### src/rtl/prog_rom_arbiter_pkg.sv
// Shared CPU package: ROM-loader FSM encoding, reset-pulse default and byte-lane geometry.
package prog_rom_arbiter_pkg;

  localparam int unsigned NUM_LANES      = 4;
  localparam int unsigned LANE_W         = 8;
  localparam int unsigned LANE_IDX_W     = $clog2(NUM_LANES);
  localparam int unsigned WORD_W         = NUM_LANES * LANE_W;
  localparam int unsigned RST_CYCLES_DEF = 2;

  typedef enum logic [1:0] {
    RUN     = 2'd0,
    LOAD    = 2'd1,
    FLUSH   = 2'd2,
    RESTART = 2'd3
  } arb_state_e;

  typedef logic [NUM_LANES-1:0][LANE_W-1:0] word_lanes_t;

endpackage

### src/rtl/prog_rom_arbiter_byte_packer.sv
// Assembles little-endian 32-bit words from a UART byte stream; flush zero-fills unfilled lanes.
module byte_packer
  import prog_rom_arbiter_pkg::*;
(
  input  logic                  clock,
  input  logic                  reset,
  input  logic                  clear,
  input  logic                  accept,
  input  logic                  flush,
  input  logic [LANE_W-1:0]     rx_byte,
  output logic [WORD_W-1:0]     word_c,
  output logic                  word_done_c,
  output logic [LANE_IDX_W-1:0] cnt_next_c
);

  word_lanes_t           lanes_q, lanes_d;
  word_lanes_t           merged, filled;
  logic [LANE_IDX_W-1:0] byte_cnt_q, byte_cnt_d;

  always_ff @(posedge clock) begin
    if (reset) begin
      lanes_q    <= '0;
      byte_cnt_q <= '0;
    end else begin
      lanes_q    <= lanes_d;
      byte_cnt_q <= byte_cnt_d;
    end
  end

  // word_c already includes the byte accepted this cycle so a completed word can be registered directly
  always_comb begin
    merged = lanes_q;
    if (accept) merged[byte_cnt_q] = rx_byte;

    filled = lanes_q;
    for (int unsigned i = 0; i < NUM_LANES; i++) begin
      if (LANE_IDX_W'(i) >= byte_cnt_q) filled[i] = '0;
    end

    word_done_c = accept && (byte_cnt_q == LANE_IDX_W'(NUM_LANES - 1));
    word_c      = flush ? WORD_W'(filled) : WORD_W'(merged);

    lanes_d    = lanes_q;
    byte_cnt_d = byte_cnt_q;
    if (clear || flush || word_done_c) begin
      lanes_d    = '0;
      byte_cnt_d = '0;
    end else if (accept) begin
      lanes_d    = merged;
      byte_cnt_d = byte_cnt_q + LANE_IDX_W'(1);
    end
    cnt_next_c = byte_cnt_d;
  end

endmodule

### src/rtl/prog_rom_arbiter.sv
// Shares the program ROM port between CPU fetch and a UART upload path, then pulses CPU reset.
module prog_rom_arbiter
  import prog_rom_arbiter_pkg::*;
#(
  parameter int unsigned ADDR_W     = 14,
  parameter int unsigned RST_CYCLES = RST_CYCLES_DEF
) (
  input  logic              clock,
  input  logic              reset,
  input  logic              mode_sw,
  input  logic              rx_valid,
  input  logic [7:0]        rx_byte,
  input  logic [ADDR_W-1:0] cpu_rom_addr,
  output logic [ADDR_W-1:0] rom_addr,
  output logic [31:0]       rom_wdata,
  output logic              rom_we,
  output logic              cpu_stall,
  output logic              cpu_rst_o,
  output logic [ADDR_W:0]   words_loaded,
  output logic              ovf
);

  localparam int unsigned CNT_W = (RST_CYCLES > 1) ? $clog2(RST_CYCLES) : 1;
  localparam logic [ADDR_W-1:0] ADDR_MAX = {ADDR_W{1'b1}};

  arb_state_e            state_q, state_d;
  logic [ADDR_W-1:0]     wr_ptr_q, wr_ptr_d;
  logic                  full_q, full_d;
  logic [ADDR_W:0]       words_q, words_d;
  logic                  ovf_q, ovf_d;
  logic                  rom_we_q, rom_we_d;
  logic [WORD_W-1:0]     rom_wdata_q, rom_wdata_d;
  logic [CNT_W-1:0]      rst_cnt_q, rst_cnt_d;
  logic                  cpu_stall_q, cpu_rst_q;

  logic                  pk_clear, pk_accept, pk_flush;
  logic [WORD_W-1:0]     pk_word;
  logic                  pk_done;
  logic [LANE_IDX_W-1:0] pk_cnt_next;
  logic                  write_blocked;

  byte_packer u_byte_packer (
    .clock       (clock),
    .reset       (reset),
    .clear       (pk_clear),
    .accept      (pk_accept),
    .flush       (pk_flush),
    .rx_byte     (rx_byte),
    .word_c      (pk_word),
    .word_done_c (pk_done),
    .cnt_next_c  (pk_cnt_next)
  );

  always_ff @(posedge clock) begin
    if (reset) begin
      state_q     <= RUN;
      wr_ptr_q    <= '0;
      full_q      <= 1'b0;
      words_q     <= '0;
      ovf_q       <= 1'b0;
      rom_we_q    <= 1'b0;
      rom_wdata_q <= '0;
      rst_cnt_q   <= '0;
      cpu_stall_q <= 1'b0;
      cpu_rst_q   <= 1'b0;
    end else begin
      state_q     <= state_d;
      wr_ptr_q    <= wr_ptr_d;
      full_q      <= full_d;
      words_q     <= words_d;
      ovf_q       <= ovf_d;
      rom_we_q    <= rom_we_d;
      rom_wdata_q <= rom_wdata_d;
      rst_cnt_q   <= rst_cnt_d;
      cpu_stall_q <= (state_d != RUN);
      cpu_rst_q   <= (state_d == RESTART);
    end
  end

  // Top address is either already written or being written this cycle
  assign write_blocked = full_q || (rom_we_q && (wr_ptr_q == ADDR_MAX));

  always_comb begin
    state_d     = state_q;
    wr_ptr_d    = wr_ptr_q;
    full_d      = full_q;
    words_d     = words_q;
    ovf_d       = ovf_q;
    rom_we_d    = 1'b0;
    rom_wdata_d = rom_wdata_q;
    rst_cnt_d   = rst_cnt_q;
    pk_clear    = 1'b0;
    pk_accept   = 1'b0;
    pk_flush    = 1'b0;

    // Retire the write presented this cycle; the pointer saturates at the top address
    if (rom_we_q) begin
      words_d = words_q + (ADDR_W + 1)'(1);
      if (wr_ptr_q == ADDR_MAX) full_d = 1'b1;
      else                      wr_ptr_d = wr_ptr_q + ADDR_W'(1);
    end

    unique case (state_q)
      RUN: begin
        if (mode_sw) begin
          state_d  = LOAD;
          pk_clear = 1'b1;
          wr_ptr_d = '0;
          full_d   = 1'b0;
          words_d  = '0;
          ovf_d    = 1'b0;
        end
      end
      LOAD: begin
        pk_accept = rx_valid;
        if (pk_done) begin
          if (write_blocked) ovf_d = 1'b1;
          else begin
            rom_we_d    = 1'b1;
            rom_wdata_d = pk_word;
          end
        end
        if (!mode_sw) state_d = (pk_cnt_next != '0) ? FLUSH : RESTART;
      end
      FLUSH: begin
        pk_flush = 1'b1;
        if (write_blocked) ovf_d = 1'b1;
        else begin
          rom_we_d    = 1'b1;
          rom_wdata_d = pk_word;
        end
        state_d = RESTART;
      end
      RESTART: begin
        if (rst_cnt_q == CNT_W'(RST_CYCLES - 1)) state_d = RUN;
        else                                     rst_cnt_d = rst_cnt_q + CNT_W'(1);
      end
    endcase

    if ((state_d == RESTART) && (state_q != RESTART)) rst_cnt_d = '0;
  end

  assign rom_addr     = (state_q == RUN) ? cpu_rom_addr : wr_ptr_q;
  assign rom_wdata    = rom_wdata_q;
  assign rom_we       = rom_we_q;
  assign cpu_stall    = cpu_stall_q;
  assign cpu_rst_o    = cpu_rst_q;
  assign words_loaded = words_q;
  assign ovf          = ovf_q;

endmodule

### config.mk
export PLATFORM = sky130hd
export DESIGN_NAME = prog_rom_arbiter
export DESIGN_NICKNAME = d
export VERILOG_FILES = /design/src/rtl/prog_rom_arbiter_pkg.sv /design/src/rtl/prog_rom_arbiter_byte_packer.sv /design/src/rtl/prog_rom_arbiter.sv
export SDC_FILE = /design/constraint.sdc
export NUM_CORES = 1
export LEC_CHECK = 0
export ABC_AREA = 1
export BUFFER_PORTS_ARGS = -buffer_cell sky130_fd_sc_hd__clkbuf_2
export CAP_MARGIN = 15
export CORE_ASPECT_RATIO = 0.7
export CORE_MARGIN = 2
export CORE_UTILIZATION = 40
export DETAILED_ROUTE_END_ITERATION = 16
export HOLD_SLACK_MARGIN = 0.1
export SKIP_CTS_REPAIR_TIMING = 1
export SYNTH_ARGS = -nofsm -noshare
export SYNTH_HDL_FRONTEND = slang
export SYNTH_SLANG_ARGS = --single-unit
### constraint.sdc
create_clock -name clock -period 1.7 [get_ports clock]
set_clock_uncertainty 0.1 [all_clocks]
set_input_delay 0 -clock clock [delete_from_list [all_inputs] [get_ports clock]]
set_output_delay 0 -clock clock [all_outputs]
set_load 0.02 [all_outputs]
* Yosys cells after proc, flatten, opt, wreduce, memory -nomap -nowiden
Index checks and enable logic that the tools add are counted.
Cells by class: add/sub/neg operators 4, order comparisons 6, eq/ne operators 9, muxes and demuxes 43, reductions and logical operators 16
Operator list (number):
- $mux W32 | 4
- $mux W14 | 5
- $pmux W32 S2 | 1
- $mux W15 | 3
- $mux W8 | 5
- $bwmux W32 | 1
- $demux W8 S2 | 1
- $add A15 B1 Y15 const B | 1
- $mux W1 | 15
- $add A14 B1 Y14 const B | 1
- $eq A14 B14 Y1 const B | 1
- $mux W2 | 5
- $eq A2 B2 Y1 const B | 4
- $pmux W2 S4 | 1
- $ne A2 B2 Y1 const B | 3
- $reduce_bool A2 Y1 | 3
- $ge A1 B2 Y1 const A | 2
- $ge A2 B2 Y1 const A | 2
- $logic_and A1 B1 Y1 | 4
- $reduce_or A2 Y1 | 2
- $logic_or A1 B1 Y1 | 3
- $lt A2 B3 Y1 const B | 1
- $pmux W1 S3 | 1
- $reduce_and A3 Y1 | 1
- 8 further kinds | 8
Word-level totals: register bits after elaboration 103, input port bits 26, output and inout port bits 65, logic and storage cells 93

* Longest topological paths before layout
Gate-level depths: netlist (run 1).
depth after elaboration 12, gate-level depth with buffers 12, gate-level depth less buffers 12

* Modules after synthesis
A second synthesis (run 1) with hierarchy kept.
Second synthesis, totals: cell total of the unflattened synthesis 848, area, all modules 5406.4 um^2
Modules (own cells, without submodules):
- prog_rom_arbiter | times used 1, cells each 534, area each 3503.4 um^2, sequential area each 1381.3 um^2
- byte_packer | times used 1, cells each 314, area each 1903.1 um^2, sequential area each 680.7 um^2

* Worst setup path after synthesis (run 1)
Ideal clock, no wire load.
path type reg2reg, start point register state_q[1], end point register rom_wdata_q[4] (netlist: rom_wdata[4]), setup time 113 ps, arrival 1488 ps, data required time 1487 ps, slack -1 ps, stages on the path, launching flop included 11, buffers on the path 1, period minus slack after synthesis 1701 ps, path through dfxtp_1 > inv_1 > ha_1 > nand2_2 > inv_2 > nand2_2 > buf_6 > o21ai_0 > o22ai_1 > nor2_1 > nor2_1
Between the ends: word-level cells in the longest chain between the ends 7, elaborated cells between the ends (all ways) 13, those cells by class eq/ne: 3; mux: 7; reduce/logical: 3
RTL lines:
- from (decl) | line prog_rom_arbiter.sv:26 | arb_state_e state_q, state_d;
- from (signal assigned) | line prog_rom_arbiter.sv:67 | state_q <= state_d;
- $eq A2 B1 Y1 | line prog_rom_arbiter.sv:103 | unique case (state_q)
- $mux W1 | line prog_rom_arbiter.sv:103
- $mux W32 | line prog_rom_arbiter_byte_packer.sv:33 | if (accept) merged[byte_cnt_q] = rx_byte;
- $mux W32 | line prog_rom_arbiter_byte_packer.sv:41 | word_c = flush ? WORD_W'(filled) : WORD_W'(merged);
- $mux W32 | line prog_rom_arbiter.sv:117, prog_rom_arbiter.sv:127
- $mux W32 | line prog_rom_arbiter.sv:116 | if (pk_done) begin
- $pmux W32 S2 | line prog_rom_arbiter.sv:103
- to (signal assigned) | line prog_rom_arbiter.sv:73 | rom_wdata_q <= rom_wdata_d;
- to (decl) | line prog_rom_arbiter.sv:32 | logic [WORD_W-1:0] rom_wdata_q, rom_wdata_d;
Several ways; a longest one is shown, not always the timed one. The select of a mux whose other input is x is not followed. A chain may end at the register's enable or synchronous reset.

* Worst setup path in the final report (run 1)
start point register state_q[1], end point output rom_addr[10]
Between the ends: word-level cells in the longest chain between the ends 2
RTL lines:
- $logic_not A2 Y1 | line prog_rom_arbiter.sv:143 | assign rom_addr = (state_q == RUN) ? cpu_rom_addr : wr_ptr_q;
- $mux W14 | line prog_rom_arbiter.sv:143
- to (decl) | line prog_rom_arbiter.sv:14 | output logic [ADDR_W-1:0] rom_addr,
Every way passes these cells.

==> run_results.csv, run 1 <==
group,metric,value,unit
placed_design,place_area,5860,µm²
floorplan,die_area,13600,µm²
timing,clock.fmax,591,MHz
drt,vias_per_cell,4.68,
floorplan,fp.coreArea,12400,µm²
power_and_ir_drop,ir_drop,0.638,mV
logic_synthesis,synth_top_family_by_area,"simple AND/OR/NAND/NOR gates",
layout,area_growth,32.0,%
drt,drt_first_pass_iters,5,
drt,ant_nets,0,
logic_synthesis,ys_ff_latch,103,
logic_synthesis,synth_edf_count,0,
timing,finalCriticalPeriod,1690,ps
critical_path,worstPathRequired,1600,ps
logic_synthesis,async_reset_ff_share,0,%
global_routing,grt_usage,18.4,%
floorplan,die_x,139,µm
clocking,clkTransAtPathRegs,70,ps
floorplan,rows,34,
logic_synthesis,syn-num-nets,781,
logic_synthesis,synth_top_cell_area_share,40.7,%
layout,num_antenna_cells,0,
critical_path,critPathArrivalTime,1590,ps
layout,final_util,54.1,%
logic_synthesis,syn-cell-area,5070,µm²
clocking,clock_latency,340,ps
logic_synthesis,muxShareOfSynthArea,1.63,%
logic_synthesis,ys_top_cells_by_area,"dfxtp_1, nand2_1, nor2_1",
job,drv_cap,0,
floorplan,start_util,41.0,%
drt,drt_wl_total,13400,µm
floorplan,die_height,98.2,µm
drt,drt_iter0_drc,241,
layout,final_cell_area,6700,µm²
logic_synthesis,yosys_warnings,0,
clocking,clockBufferDepth,2,
global_routing,first_global_vias,4391,
worst_hold_path,hold_depth,4,
layout,mostFrequentLayoutCells,"nand2_1, nor2_1, inv_1",
timing,final_hold_viol_count,0,
global_routing,grt_antenna_before_repair,0,
clocking,ctsHtreeMaxLevel,3,
layout,final_nets,918,
power_and_ir_drop,power_density,925,nW/µm²
critical_path,reg2reg_depth,10,
clocking,tritoncts,"yes",
drt,drcViolationCount,0,
drt,wl_per_cell,12.8,µm
placed_design,gp_congestion,0.874,
global_routing,grt_overflow,0,
logic_synthesis,synth-seq-area-share,40.7,%
floorplan,ios,91,
logic_synthesis,synth_xor_area_share,1.73,%
timing,rsz0062_at_grt,"yes",
power_and_ir_drop,leakage,3.26,nW
timing,setup_viol,0,
placed_design,hpwlAfterDp,9010,µm
clocking,cts-root-buf,"clkbuf_16",
logic_synthesis,ys.flop_type,"dfxtp_1",
clocking,cts_buffers,9,
logic_synthesis,synth_adder_area_share,2.71,%
critical_path,ff2ff_setup_slack,20,ps
logic_synthesis,synthSimpleGateAreaFrac,30.9,%
drt,routed-via-count,4903,
global_routing,grt_first_pass_wirelength,20600,µm
worst_hold_path,worstHoldPathType,"in2out",
logic_synthesis,synthDistinctLibCells,34,
placed_design,io_buffers,90,
timing,whs,205,ps
timing,setup_slack,6.80,ps
layout,final_common_cell,"nand2_1",
logic_synthesis,yosysTopAreaCell,"dfxtp_1",
logic_synthesis,synth-compound-area-share,10.4,%
logic_synthesis,syn_avg_cell_area,6.82,µm²
timing,period_share,99.6,%
global_routing,grt_start_max_net_pins,40,
timing,maxSlewViolCount,0,
critical_path,crit_path_end_kind,"output port",
placed_design,pre_cts_ws,-71.2,ps
timing,slew_headroom,77.1,%
critical_path,critPathKind,"reg2out",
critical_path,worst-path-max-fanout,5,
logic_synthesis,syn_inst,744,
timing,fin_setup_tns,0,ps
critical_path,cp-start-kind,"flop",
clocking,cts.sinks,103,
layout,layout-drive-gt1-share,25.5,%
timing,worst_pin_slew,343,ps
outcome,run_status,"complete, no violations",
==> stage by stage <==
step                      std cells  power (mW)
final                          1048        6.20
after global routing           1048        6.52
after CTS                      1022        5.97
after detailed placement       1006        4.06
after global placement         1006        4.04
after floorplan                 744        3.65
==> final timing paths <==
check / end / start
worst max-delay path: rom_addr[10] / state_q[1]$_SDFF_PP0_
worst min-delay path: rom_addr[0] / cpu_rom_addr[0]
worst max register to register: rst_cnt_q$_SDFFE_PP0P_ / state_q[0]$_SDFF_PP0_
worst min register to register: words_loaded[13]$_SDFF_PP0_ / words_loaded[13]$_SDFF_PP0_
==> synth_stat cells, types with 5 or more instances <==
master,count
nand2_2,5
nor3_1,13
xor2_1,10
o22ai_1,24
ha_1,11
inv_1,108
clkbuf_1,14
nor2_1,142
o21ai_1,14
mux2i_1,6
nand4_1,5
nand2_1,176
o21ai_0,37
a21oi_1,15
nand3_1,24
buf_4,5
buf_6,9
dfxtp_1,103
==> registers in the layout (all words and copies together) (netlist names) <==
register                  flops
cpu_stall                     1
rom_wdata                    32
wr_ptr_q                     14
u_byte_packer.lanes_q        32
ovf                           1
rom_we                        1
state_q                       2
rst_cnt_q                     1
cpu_rst_o                     1
u_byte_packer.byte_cnt_q      2
words_loaded                 15
full_q                        1
==> logic make-up (layout without fill, tap and decap cells) <==
family | Yosys count | after routing
flops | 103 | 103
buf+inv | 139 | 281
simple gates | 377 | 377
fa+ha+maj | 11 | 11
mux | 8 | 8
compound gates | 96 | 96
xor+xnor | 10 | 10
==> worst max-delay path: stages (launching register included) <==
cell and delay (ps):
dfxtp_2 340, inv_2 50, buf_6 120, ha_4 190, buf_12 140, mux2_4 290
buf_6 130
==> metal layers <==
layer | part of all wire [%] | global-route usage (%) | wire length [µm] | vias up
li1 | - | - | - | 2592
met2 | 43 | 27.9 | 5750 | 101
met5 | 0 | 0 | 0 | -
met4 | 1.2 | 5.18 | 157 | 0
met3 | 5.1 | 4.12 | 691 | 15
met1 | 51 | 26.4 | 6830 | 2195
==> power breakdown <==
group	total [mW]	switching [mW]	internal [mW]
clock	1.90	0.908	0.995
combinational	1.63	0.972	0.658
sequential	2.66	0.0910	2.57
==> cell type report <==
class	instances	area, µm²
clock buffers	11	233
fillers	1142	5680
multi-input cells	502	2600
inverters	110	418
repair buffers	155	1130
flip-flops and latches	103	2090
clock inverters	5	33.8
well taps	162	203
Power figures use the tool's default switching activity.
==> run 2, diff against run 1 <==
--- a/config.mk
+++ b/config.mk
@@ -11,6 +11,7 @@
 export CORE_ASPECT_RATIO = 0.7
 export CORE_MARGIN = 2
 export CORE_UTILIZATION = 40
+export CTS_BUF_LIST = sky130_fd_sc_hd__clkbuf_16
 export DETAILED_ROUTE_END_ITERATION = 16
 export HOLD_SLACK_MARGIN = 0.1
 export SKIP_CTS_REPAIR_TIMING = 1
==> run 2 against run 1 <==
Effect of this change:
- wire length about the same
- setup slack improved by 3.6 ps
- cell count unchanged
- clock power about the same
- non-clock buffer count stayed put
- combinational power hardly changed
- via count shrank 0.10%
- core utilization is the same
- critical path depth unchanged
- worst hold slack unchanged
- sequential share of layout area did not move
- critical path type unchanged
- critical endpoint unchanged
- highest routed layer unchanged
==> run_results.csv, run 2 (synthesis results as in run 1) <==
group,metric,value,unit
worst_hold_path,hold_depth,4,
power_and_ir_drop,power_density,923,nW/µm²
timing,period_share,99.4,%
placed_design,gp_congestion,0.874,
power_and_ir_drop,power,6.18,mW
clocking,clkTransAtPathRegs,70,ps
layout,area_growth,32.0,%
placed_design,pre_cts_ws,-71.2,ps
power_and_ir_drop,ir_drop,0.634,mV
global_routing,top_usage_layer,"met2",
timing,maxSlewViolCount,0,
drt,routed-via-count,4898,
clocking,cts.sinks,103,
drt,vias_per_cell,4.67,
floorplan,start_util,41.0,%
layout,mostFrequentLayoutCells,"nand2_1, nor2_1, inv_1",
global_routing,grt_antenna_before_repair,0,
timing,rsz0062_at_grt,"yes",
critical_path,worstPathRequired,1600,ps
floorplan,ios,91,
global_routing,grtUsageMet3,4.12,%
timing,finalCriticalPeriod,1690,ps
global_routing,grt_usage,18.4,%
floorplan,fp.coreArea,12400,µm²
critical_path,cp-start-kind,"flop",
layout,final_nets,918,
clocking,clockBufferDepth,2,
floorplan,rows,34,
timing,clock.fmax,592,MHz
drt,drt_first_pass_iters,4,
worst_hold_path,worstHoldPathType,"in2out",
layout,num_antenna_cells,0,
timing,setup_slack,10.4,ps
critical_path,worst-path-max-fanout,5,
clocking,clock_latency,340,ps
critical_path,r2r-start,"state_q[0]$_SDFF_PP0_",
critical_path,critPathArrivalTime,1590,ps
global_routing,grt_overflow,0,
power_and_ir_drop,leakage,3.26,nW
clocking,cts_buffers,9,
layout,final_common_cell,"nand2_1",
critical_path,crit_end,"rom_addr[10]",
global_routing,grt_start_max_net_pins,40,
timing,setup_viol,0,
floorplan,die_area,13600,µm²
drt,drt_iter0_drc,241,
placed_design,hpwlAfterDp,9010,µm
clocking,cts-root-buf,"clkbuf_16",
critical_path,crit_path_end_kind,"output port",
critical_path,reg2reg_depth,10,
critical_path,startpoint,"state_q[1]$_SDFF_PP0_",
drt,drcViolationCount,0,
drt,drt_wl_total,13400,µm
job,drv_cap,0,
global_routing,grt_use_met1,26.4,%
layout,layout-drive-gt1-share,25.5,%
global_routing,grt_use_met2,27.9,%
critical_path,ff2ff_setup_slack,10,ps
critical_path,reg2reg_to,"rst_cnt_q$_SDFFE_PP0P_",
global_routing,first_global_vias,4391,
outcome,run_status,"complete, no violations",
timing,worst_pin_slew,348,ps
floorplan,die_x,139,µm
drt,wl_per_cell,12.8,µm
critical_path,critPathKind,"reg2out",
global_routing,grt_first_pass_wirelength,20600,µm
drt,ant_nets,0,
timing,slew_headroom,76.7,%
floorplan,die_height,98.2,µm
clocking,tritoncts,"yes",
placed_design,io_buffers,90,
timing,final_hold_viol_count,0,
clocking,ctsHtreeMaxLevel,3,
-- run 2: layer usage --
layer  vias to the layer above  wire, µm  share of wire, %
met5                         -         0                 0
met4                         0       133              0.99
met3                        12       567               4.2
met2                        89      5800                43
met1                      2205      6950                52
li1                       2592         -                 -
-- run 2: area by class of cell --
class                   count  area, µm²
multi-input cells         502       2600
repair buffers            155       1130
inverters                 110        418
well taps                 162        203
clock inverters             7       41.3
fillers                  1142       5680
clock buffers               9        225
flip-flops and latches    103       2090
-- run 2: worst min-delay path by stage --
stage | start | to | slack [ps]
after global placement | reset | rom_we$_SDFF_PP0_ | 190
after CTS | reset | rom_we$_SDFF_PP0_ | -170
after global routing | cpu_rom_addr[3] | rom_addr[3] | 230
after detailed placement | reset | rom_we$_SDFF_PP0_ | 190
after floorplan | reset | rom_we$_SDFF_PP0_ | -20
final | cpu_rom_addr[0] | rom_addr[0] | 200
-- run 2: worst max-delay path, stage by stage, from the launching register on --
cell and delay, ps:
dfxtp_2 330, inv_2 50, buf_6 120, ha_4 190, buf_12 140, mux2_4 290, buf_6 130
-- run 2: power breakdown --
part	internal (mW)	switching, mW	total, mW
registers	2.57	0.0913	2.66
clock network	0.983	0.907	1.89
logic	0.658	0.973	1.63
-- run 2: per-stage QoR --
step | hold WS [ps] | cells | utilization (%) | instance area [µm²] | setup TNS [ps]
3_3_place_gp | 189 | 1006 | 47.4 | 5860 | -34.1
6_report | 205 | 1048 | 54.1 | 6700 | 0
3_5_place_dp | 194 | 1006 | 47.4 | 5860 | -422
5_1_grt | 227 | 1048 | 54.1 | 6700 | -617
4_1_cts | -168 | 1022 | 49.5 | 6130 | -2480
2_1_floorplan | -22.4 | 744 | - | 5070 | 0
